<file path="config.mk">
export PLATFORM = sky130hd
export DESIGN_NAME = core_lsu
export DESIGN_NICKNAME = d
export VERILOG_FILES = /design/src/rtl/core_pkg.sv /design/src/rtl/lsu_load_align.sv /design/src/rtl/core_lsu.sv
export SDC_FILE = /design/constraint.sdc
export NUM_CORES = 1
export LEC_CHECK = 0
export ABC_AREA = 1
export CORE_MARGIN = 2
export CORE_UTILIZATION = 49
export CTS_CLUSTER_DIAMETER = 200
export DETAILED_ROUTE_END_ITERATION = 12
export PLACE_DENSITY = 0.95
export SYNTH_ARGS = -nofsm -noshare
export SYNTH_HDL_FRONTEND = slang
export SYNTH_HIERARCHICAL = 1
export SYNTH_SLANG_ARGS = --single-unit
</file>
<file path="constraint.sdc">
create_clock -name i_clk -period 5.5 [get_ports i_clk]
set_clock_uncertainty 0.05 [all_clocks]
set_input_delay 0.825 -clock i_clk [delete_from_list [all_inputs] [get_ports i_clk]]
set_output_delay 0.825 -clock i_clk [all_outputs]
set_load 0.005 [all_outputs]
</file>
<file path="src/rtl/core_pkg.sv">
// Shared definitions for the core pipeline: memory opcodes, funct3 access
// encodings, LSU state and access-size helpers.
package core_pkg;

  localparam logic [6:0] OPCODE_LOAD  = 7'b0000011;
  localparam logic [6:0] OPCODE_STORE = 7'b0100011;

  localparam logic [2:0] F3_B  = 3'b000;
  localparam logic [2:0] F3_H  = 3'b001;
  localparam logic [2:0] F3_W  = 3'b010;
  localparam logic [2:0] F3_BU = 3'b100;
  localparam logic [2:0] F3_HU = 3'b101;

  typedef enum logic [1:0] {
    IDLE,
    REQ,
    RESP
  } lsu_state_e;

  typedef enum logic [1:0] {
    SIZE_B,
    SIZE_H,
    SIZE_W
  } lsu_size_e;

  // Access width from funct3. Any encoding that is not a defined byte or
  // halfword access for that direction is treated as a word access.
  function automatic lsu_size_e access_size(input logic is_store,
                                            input logic [2:0] funct3);
    lsu_size_e size;
    size = SIZE_W;
    if (is_store) begin
      if (funct3 == F3_B)      size = SIZE_B;
      else if (funct3 == F3_H) size = SIZE_H;
    end else begin
      if (funct3 == F3_B || funct3 == F3_BU)      size = SIZE_B;
      else if (funct3 == F3_H || funct3 == F3_HU) size = SIZE_H;
    end
    return size;
  endfunction

  // Natural alignment check on the low address bits.
  function automatic logic addr_misaligned(input lsu_size_e size,
                                           input logic [1:0] addr_lo);
    logic mis;
    case (size)
      SIZE_H:  mis = addr_lo[0];
      SIZE_W:  mis = |addr_lo;
      default: mis = 1'b0;
    endcase
    return mis;
  endfunction

endpackage

</file>
<file path="src/rtl/lsu_load_align.sv">
// Load data alignment: picks the byte/halfword lane addressed by the low
// address bits and sign- or zero-extends it to a full register value.
module lsu_load_align
  import core_pkg::*;
#(
  parameter int XLEN = 32
) (
  input  logic [XLEN-1:0] rdata,
  input  logic [1:0]      addr_lo,
  input  logic [2:0]      funct3,
  output logic [XLEN-1:0] data
);

  logic [7:0]  byte_lane;
  logic [15:0] half_lane;

  // Lane selection and extension; undefined encodings pass the word through.
  always_comb begin
    // NOTE: every output of a combinational block gets a default first so no path can infer a latch.
    byte_lane = rdata[{addr_lo, 3'b000} +: 8];
    half_lane = addr_lo[1] ? rdata[31:16] : rdata[15:0];
    data      = rdata;
    case (funct3)
      F3_B:    data = {{(XLEN-8){byte_lane[7]}}, byte_lane};
      F3_BU:   data = {{(XLEN-8){1'b0}}, byte_lane};
      F3_H:    data = {{(XLEN-16){half_lane[15]}}, half_lane};
      F3_HU:   data = {{(XLEN-16){1'b0}}, half_lane};
      default: data = rdata;
    endcase
  end

endmodule

</file>
<file path="src/rtl/core_lsu.sv">
// Load/store unit downstream of EX. Issues one data-memory transaction at a
// time over a req/gnt/rvalid interface, stalls the pipeline while it is in
// flight and returns extended load data to WB.
module core_lsu
  import core_pkg::*;
#(
  parameter int XLEN = 32
) (
  input  logic            i_clk,
  input  logic            i_rst_n,
  input  logic            i_valid,
  input  logic [6:0]      i_opcode,
  input  logic [2:0]      i_funct3,
  input  logic [4:0]      i_rd,
  input  logic [XLEN-1:0] i_addr,
  input  logic [XLEN-1:0] i_store_data,
  output logic            o_stall,
  output logic            o_dmem_req,
  output logic            o_dmem_we,
  output logic [XLEN-1:0] o_dmem_addr,
  output logic [3:0]      o_dmem_be,
  output logic [XLEN-1:0] o_dmem_wdata,
  input  logic            i_dmem_gnt,
  input  logic            i_dmem_rvalid,
  input  logic [XLEN-1:0] i_dmem_rdata,
  output logic            o_load_valid,
  output logic [XLEN-1:0] o_load_data,
  output logic [4:0]      o_load_rd,
  output logic            o_misaligned
);

  lsu_state_e state_q, state_d;

  logic            is_store;
  logic            mem_op;
  logic            misaligned;
  logic            accept;
  logic            load_done;
  lsu_size_e       size;
  logic [3:0]      be_d;
  logic [XLEN-1:0] wdata_d;

  logic [XLEN-1:0] addr_q;
  logic [XLEN-1:0] wdata_q;
  logic [3:0]      be_q;
  logic            we_q;
  logic [2:0]      funct3_q;
  logic [4:0]      rd_q;

  logic            load_valid_q;
  logic [XLEN-1:0] load_data_q;
  logic [4:0]      load_rd_q;
  logic            misaligned_q;
  logic [XLEN-1:0] align_data;

  // Decode the EX/MEM instruction and check natural alignment.
  always_comb begin
    is_store   = (i_opcode == OPCODE_STORE);
    mem_op     = i_valid & ((i_opcode == OPCODE_LOAD) | is_store);
    size       = access_size(is_store, i_funct3);
    misaligned = addr_misaligned(size, i_addr[1:0]);
  end

  // Store formatting: byte enables and lane-replicated write data.
  always_comb begin
    be_d    = 4'b1111;
    wdata_d = i_store_data;
    if (is_store) begin
      case (size)
        SIZE_B: begin
          be_d    = 4'b0001 << i_addr[1:0];
          wdata_d = {4{i_store_data[7:0]}};
        end
        SIZE_H: begin
          be_d    = i_addr[1] ? 4'b1100 : 4'b0011;
          wdata_d = {2{i_store_data[15:0]}};
        end
        default: ;
      endcase
    end
  end

  // State register.
  always_ff @(posedge i_clk or negedge i_rst_n) begin
    // NOTE: sequential state uses non-blocking assignments so every register samples pre-edge values.
    if (!i_rst_n) state_q <= IDLE;
    else          state_q <= state_d;
  end

  // Next state, request and stall. Stall drops in the rvalid cycle so the
  // pipeline advances on the same edge the unit returns to IDLE.
  always_comb begin
    state_d    = state_q;
    o_stall    = 1'b0;
    o_dmem_req = 1'b0;
    accept     = 1'b0;
    case (state_q)
      IDLE: begin
        if (mem_op && !misaligned) begin
          accept  = 1'b1;
          o_stall = 1'b1;
          state_d = REQ;
        end
      end
      REQ: begin
        o_dmem_req = 1'b1;
        o_stall    = 1'b1;
        if (i_dmem_gnt) state_d = RESP;
      end
      RESP: begin
        o_stall = !i_dmem_rvalid;
        if (i_dmem_rvalid) state_d = IDLE;
      end
      default: state_d = IDLE;
    endcase
  end

  // Capture the transaction fields when a request is accepted; they stay
  // stable on the memory interface until the next accepted access.
  always_ff @(posedge i_clk or negedge i_rst_n) begin
    if (!i_rst_n) begin
      addr_q   <= '0;
      wdata_q  <= '0;
      be_q     <= '0;
      we_q     <= 1'b0;
      funct3_q <= '0;
      rd_q     <= '0;
    end else if (accept) begin
      addr_q   <= i_addr;
      wdata_q  <= wdata_d;
      be_q     <= be_d;
      we_q     <= is_store;
      funct3_q <= i_funct3;
      rd_q     <= i_rd;
    end
  end

  lsu_load_align #(
    .XLEN (XLEN)
  ) u_load_align (
    .rdata   (i_dmem_rdata),
    .addr_lo (addr_q[1:0]),
    .funct3  (funct3_q),
    .data    (align_data)
  );

  assign load_done = (state_q == RESP) && i_dmem_rvalid && !we_q;

  // Register the load result and the misaligned pulse for WB.
  always_ff @(posedge i_clk or negedge i_rst_n) begin
    if (!i_rst_n) begin
      load_valid_q <= 1'b0;
      load_data_q  <= '0;
      load_rd_q    <= '0;
      misaligned_q <= 1'b0;
    end else begin
      load_valid_q <= load_done;
      misaligned_q <= (state_q == IDLE) && mem_op && misaligned;
      if (load_done) begin
        load_data_q <= align_data;
        load_rd_q   <= rd_q;
      end
    end
  end

  assign o_dmem_we    = we_q;
  assign o_dmem_addr  = {addr_q[XLEN-1:2], 2'b00};
  assign o_dmem_be    = be_q;
  assign o_dmem_wdata = wdata_q;
  assign o_load_valid = load_valid_q;
  assign o_load_data  = load_data_q;
  assign o_load_rd    = load_rd_q;
  assign o_misaligned = misaligned_q;

endmodule

</file>
==> impl_metrics.csv, run 1 <==
group,metric,value,unit
status,status,"finished, final reports clean",
final_layout,layout-drive-gt1-share,5.829,%
worst_setup_path,cp_data_arrival_time,3.81,ns
clock_network,clkLatencyLatePin,0.42,ns
clock_network,post_cts_buffers,0,
global_route,grt_usage,27.91,%
die,boundaryPins,226,
synthesis,ys_seq_elements,118,
global_route,grt_max_degree,72,
placement,dp_hpwl,13210,um
worst_setup_path,start_kind,"input port",
sta,finalHoldViolCount,0,
routing,vias,6497,
synthesis,yosysTopAreaCellShare,46.11,%
die,num_rows,41,
global_route,grt_pass1_vias,6269,
routing,initialDrtViolationCount,603,
worst_setup_path,cp_max_fo,29,
routing,routed_wirelength,19210,um
die,die_h,118.3,um
clock_network,clock_sinks,118,
synthesis,syn_area,6404,sq um
final_layout,final_common_cell,"nand2_1",
sta,finalCriticalPeriod,4.688,ns
worst_setup_path,cpMostUsedCell,"nand2_1",
synthesis,synth_cell_type_count,27,
routing,drt_pass1_iterations,5,
synthesis,netlist_top_cells_area,"dfrtp_1 46%, nand2_1 32%, buf_4 4.2%, nand3_1 3.9%, inv_1 2.1%",
worst_setup_path,slowest_stage,"ha_1",
pwr,p_seq_share,36.3,%
sta,fin_hold_ws,0.4240,ns
clock_network,cts_tree,"yes",
placement,place.gp.congestion,0.8581,
placement,portBuffers,223,
synthesis,yosysSeqAreaShare,46.11,%
sta,finalCritPeriodShare,85.24,%
die,initial_core_util,50.54,%
sta,setup_violations,0,
pwr,net-switching-power,839.4,uW
routing,drc,0,
synthesis,avgSynthCellArea,7.014,sq um
pwr,p_per_area,345.3,nW/um^2
pwr,switching_share,26.94,%
worst_setup_path,crit_path_end_kind,"primary output",
sta,setup_tns,0,ns
routing,vias_per_cell,5.116,
die,die-area,14000,sq um
synthesis,ys_warn_count,6,
pwr,comb_power_share,26.0,%
sta,worst_slew_pin_slew,1.128,ns
sta,final_max_slew_viol_count,0,
pwr,p_leak,4.700,nW
final_layout,nets,1205,
clock_network,path_clk_slew,0.05,ns
hold_path,worstHoldPathType,"register to register",
sta,fmaxAchievable,0.2133,GHz
worst_setup_path,worstSetupPathType,"input port to primary output",
global_route,overflow,0,
pwr,intPower,2.276,mW
die,core_region_area,12670,sq um
pwr,pwr-share-clk,37.8,%
routing,ant_nets,0,
final_layout,final_cell_mix,"547 x nand2_1, 222 x clkdlybuf4s50_1, 118 x dfrtp_1",
clock_network,cts_made_buffers,17,
sta,rsz0062_at_grt,"false",
synthesis,syn-instance-count,913,
routing,routedWlPerCell,15.12,um
final_layout,n_antenna_cell,0,
synthesis,yosysTopAreaCell,"dfrtp_1",
placement,post-place-ws,0.8295,ns
worst_setup_path,slowest_delay,0.66,ns
sta,setup_ws,0.8116,ns
clock_network,clock_path_buffers,2,
clock_network,htree_levels,4,
pwr,ir_drop,0.2585,mV
global_route,grt_pass1_wl,31140,um
global_route,antenna_found_initial,0,
clock_network,cts_hold_buf,0,
job,maxCapViolCount,0,
worst_setup_path,cp.required,4.62,ns
worst_setup_path,crit_chain,"clkdlybuf4s50_1, inv_1, nand2_1, nor2_1, nand2_1, o21ai_1, inv_1, ha_1, nor2_1, nor2_1, nand2_1, nand3_1, buf_4, nand2_1, clkdlybuf4s50_1",
clock_network,cts-root-buf,"clkbuf_16",
clock_network,ctsResizeCount,0,
final_layout,syn2layout_area_growth,40.89,%
sta,slew_headroom,24.54,%
die,dieWidth,118.3,um
==> area by class of cell <==
type                            count  area (sq um)
Clock inverter                      8         146.4
Fill cell                         951          3649
Multi-Input combinational cell    680          2803
Inverter                           40         152.6
Timing Repair Buffer              229          2275
Tap cell                          172         215.2
Sequential cell                   118          2953
Clock buffer                       23         478.0
==> power by group through the flow <==
stage	sequential (mW)	clock (mW)	combinational [mW]
after floorplan	1.14	0	0.352
after global placement	1.14	0	0.779
after detailed placement	1.14	0	0.800
after CTS	1.13	1.19	0.808
after global routing	1.15	1.23	0.888
final	1.13	1.18	0.809
==> metal layers <==
metal  vias up  wire, um  track usage (%)
met1      3011      7444            33.24
met3        58      1721            7.819
met4         0       706            14.98
met2       334      9336            45.74
met5         -         0                0
li1       3094         -                -
==> cells by family after synthesis <==
logic type               synth area share, %
AO/OA/AOI/OAI                          2.110
adder cells (fa/ha/maj)               0.5862
buffers and inverters                  10.22
flip-flops                             46.11
other                                0.05856
AND/OR/NAND/NOR                        40.91
==> registers in the layout, summed over array words and instances (netlist names) <==
| name | flops |
|---|---|
| o_misaligned | 1 |
| o_dmem_wdata | 32 |
| addr_q | 32 |
| state_q | 2 |
| o_dmem_we | 1 |
| o_load_rd | 5 |
| o_load_data | 32 |
| funct3_q | 3 |
| o_load_valid | 1 |
| rd_q | 5 |
| o_dmem_be | 4 |
==> path summary, 6_finish.rpt <==
path                                 startpoint                to  slack [ns]  cells after the start
min in group asynchronous               i_rst_n      o_load_rd[2]        0.50                      1
worst max-delay path                i_opcode[4]           o_stall        0.81                     15
worst min-delay path            o_dmem_wdata[4]   o_dmem_wdata[4]        0.42                      2
worst max register to register       state_q[1]   o_load_data[26]        3.39                      7
max in group asynchronous               i_rst_n  o_dmem_wdata[22]        3.73                      2
worst min register to register  o_dmem_wdata[4]   o_dmem_wdata[4]        0.42                      2
==> through the flow <==
stage	instance area, sq um	utilization (%)	power (mW)	instances
after floorplan	6407	-	1.489	914
after global placement	8398	66.28	1.916	1239
after detailed placement	8398	66.28	1.942	1239
after CTS	9022	71.21	3.129	1270
after global routing	9022	71.21	3.270	1270
final	9022	71.21	3.116	1270
==> Yosys cell counts (all sizes together) <==
cell type and number:
clkbuf 9, buf 67, dfrtp 118, clkinv 1, nor2 26, o211ai 2, ha 3, and2 1
o21ai 24, nand2 553, conb 1, inv 39, nor3 3, nand3 58, or2 8
==> worst max-delay path: cells and delay by family <==
kind | cells | cell delay, ns
buffers and inverters | 5 | 1.47
AND/OR/NAND/NOR | 8 | 0.71
adder cells (fa/ha/maj) | 1 | 0.66
AO/OA/AOI/OAI | 1 | 0.13
Note: power is estimated with default switching activity, not from simulation.
==> run 2, diff against run 1 <==
--- a/config.mk
+++ b/config.mk
@@ -11,6 +11,7 @@
 export CTS_CLUSTER_DIAMETER = 200
 export DETAILED_ROUTE_END_ITERATION = 12
 export PLACE_DENSITY = 0.95
+export SETUP_SLACK_MARGIN = 0.1
 export SYNTH_ARGS = -nofsm -noshare
 export SYNTH_HDL_FRONTEND = slang
 export SYNTH_HIERARCHICAL = 1
==> results of run 2 <==
The final DEF is identical to that of run 1; final timing and power are the same.
==> run 3, diff against run 2 <==
--- a/config.mk
+++ b/config.mk
@@ -11,6 +11,7 @@
 export CTS_CLUSTER_DIAMETER = 200
 export DETAILED_ROUTE_END_ITERATION = 12
 export PLACE_DENSITY = 0.95
+export REMOVE_ABC_BUFFERS = 1
 export SETUP_SLACK_MARGIN = 0.1
 export SYNTH_ARGS = -nofsm -noshare
 export SYNTH_HDL_FRONTEND = slang
==> run 3 against run 2 <==
Worst hold slack improved by 0.0022 ns. Final cell count barely moved. Non-clock buffer count shrank 1. Highest routed layer unchanged. Critical path depth down 1. Sequential share of layout area rose by 0.18 points. Largest cell class unchanged. Total power decreased by 2.2%. Combinational power down 1%.
==> impl_metrics.csv, run 3 (synthesis gave the netlist of run 1 again) <==
group,metric,value,unit
hold_path,worstHoldPathType,"register to register",
clock_network,clock_sinks,118,
global_route,antenna_found_initial,0,
placement,dp.cells,1238,
die,die_h,118.3,um
placement,portBuffers,223,
pwr,ir_drop,0.1638,mV
die,boundaryPins,226,
sta,worst_slew_pin_slew,1.148,ns
sta,slew_headroom,23.39,%
placement,post-place-ws,1.210,ns
worst_setup_path,worstSetupPathType,"input port to primary output",
global_route,overflow,0,
final_layout,final_cell_area,8974,sq um
pwr,p_leak,4.666,nW
worst_setup_path,slowest_delay,0.49,ns
routing,ant_nets,0,
clock_network,ctsResizeCount,0,
die,die-area,14000,sq um
sta,finalCritPeriodShare,78.52,%
final_layout,nets,1204,
final_layout,final_cell_mix,"547 x nand2_1, 222 x clkdlybuf4s50_1, 118 x dfrtp_1",
routing,routed_wirelength,19520,um
clock_network,clock_path_buffers,2,
clock_network,post_cts_buffers,0,
pwr,pwr-share-clk,36.3,%
final_layout,instances_no_fill,1269,
global_route,grt_usage,28.50,%
die,dieWidth,118.3,um
global_route,gr-usage-met1,34.12,%
die,num_rows,41,
routing,drc,0,
pwr,p_per_area,339.7,nW/um^2
global_route,grt_pass1_wl,31630,um
sta,setup_violations,0,
final_layout,final_common_cell,"nand2_1",
worst_setup_path,crit_path_end_kind,"primary output",
job,maxCapViolCount,0,
worst_setup_path,crit_chain,"clkdlybuf4s50_1, inv_1, nand2_1, nor2_1, nand2_1, o21ai_1, inv_1, ha_1, nor2_1, nor2_1, nand2_1, nand3_1, nand2_1, clkdlybuf4s50_1",
global_route,grt_pass1_vias,6383,
clock_network,path_clk_slew,0.05,ns
final_layout,n_antenna_cell,0,
pwr,intPower,2.173,mW
worst_setup_path,cp.required,4.62,ns
status,status,"finished, final reports clean",
die,initial_core_util,50.54,%
pwr,switching_share,28.71,%
sta,setup_ws,1.182,ns
placement,place.gp.congestion,0.9017,
clock_network,cts_tree,"yes",
routing,vias,6529,
sta,fin_hold_ws,0.4263,ns
clock_network,cts_made_buffers,17,
final_layout,fin_util,70.82,%
sta,fmaxAchievable,0.2316,GHz
worst_setup_path,cp_max_fo,21,
clock_network,cts_hold_buf,0,
final_layout,syn2layout_area_growth,40.13,%
global_route,grtUsageMet3,8.977,%
final_layout,layout-drive-gt1-share,5.925,%
sta,finalCriticalPeriod,4.318,ns
sta,setup_tns,0,ns
pwr,net-switching-power,875.2,uW
global_route,grt_max_degree,82,
sta,rsz0062_at_grt,"false",
clock_network,htree_levels,4,
worst_setup_path,cp_data_arrival_time,3.44,ns
routing,drt_pass1_iterations,5,
placement,placed_area,8391,sq um
worst_setup_path,start_kind,"input port",
pwr,p_seq_share,37.5,%
worst_setup_path,path_delay_family,"buffers and inverters",
worst_setup_path,slowest_stage,"clkdlybuf4s50_1",
routing,vias_per_cell,5.145,
pwr,comb_power_share,26.2,%
die,core_region_area,12670,sq um
sta,final_max_slew_viol_count,0,
clock_network,cts-root-buf,"clkbuf_16",
worst_setup_path,cpMostUsedCell,"nand2_1",
global_route,top_usage_layer,"met2",
worst_setup_path,path_buf_inv,4,
routing,initialDrtViolationCount,579,
placement,dp_hpwl,12790,um
global_route,grt_util_met2,47.15,%
routing,routedWlPerCell,15.38,um
clock_network,clkLatencyLatePin,0.42,ns
pwr,finalPower,3.048,mW
sta,finalHoldViolCount,0,
[run 3: worst paths after layout]
kind	end	cells past startpoint	slack (ns)	startpoint
max	o_stall	14	1.18	i_opcode[2]
min	o_load_data[26]	2	0.43	o_load_data[26]
max reg2reg	o_load_data[2]	7	3.18	funct3_q[1]
min reg2reg	o_load_data[26]	2	0.43	o_load_data[26]
max in group asynchronous	o_dmem_wdata[0]	2	3.77	i_rst_n
min in group asynchronous	o_load_data[20]	1	0.54	i_rst_n
[run 3: layer usage]
metal	wire [um]	vias to the layer above
li1	-	3089
met1	7509	3002
met2	9440	383
met3	1924	55
met4	643	0
met5	0	-
[run 3: area by class of cell]
| class | instances | area (sq um) |
|---|---|---|
| clock inverters | 11 | 126.4 |
| well taps | 172 | 215.2 |
| clock buffers | 20 | 456.7 |
| fillers | 961 | 3697 |
| flip-flops and latches | 118 | 2953 |
| multi-input cells | 680 | 2803 |
| repair buffers | 228 | 2267 |
| inverters | 40 | 152.6 |
[run 3: power by group through the flow]
stage	Clock (mW)	Combinational, mW	Sequential, mW
2_1_floorplan	0	0.276	1.15
3_3_place_gp	0	0.763	1.15
3_5_place_dp	0	0.786	1.15
4_1_cts	1.11	0.798	1.14
5_1_grt	1.16	0.874	1.16
6_report	1.11	0.798	1.14
[run 3: tightest hold or removal path: cells and delay by family, from the launching register on]
family	cells	cell delay, ns
flip-flops	1	0.34
AND/OR/NAND/NOR	2	0.10
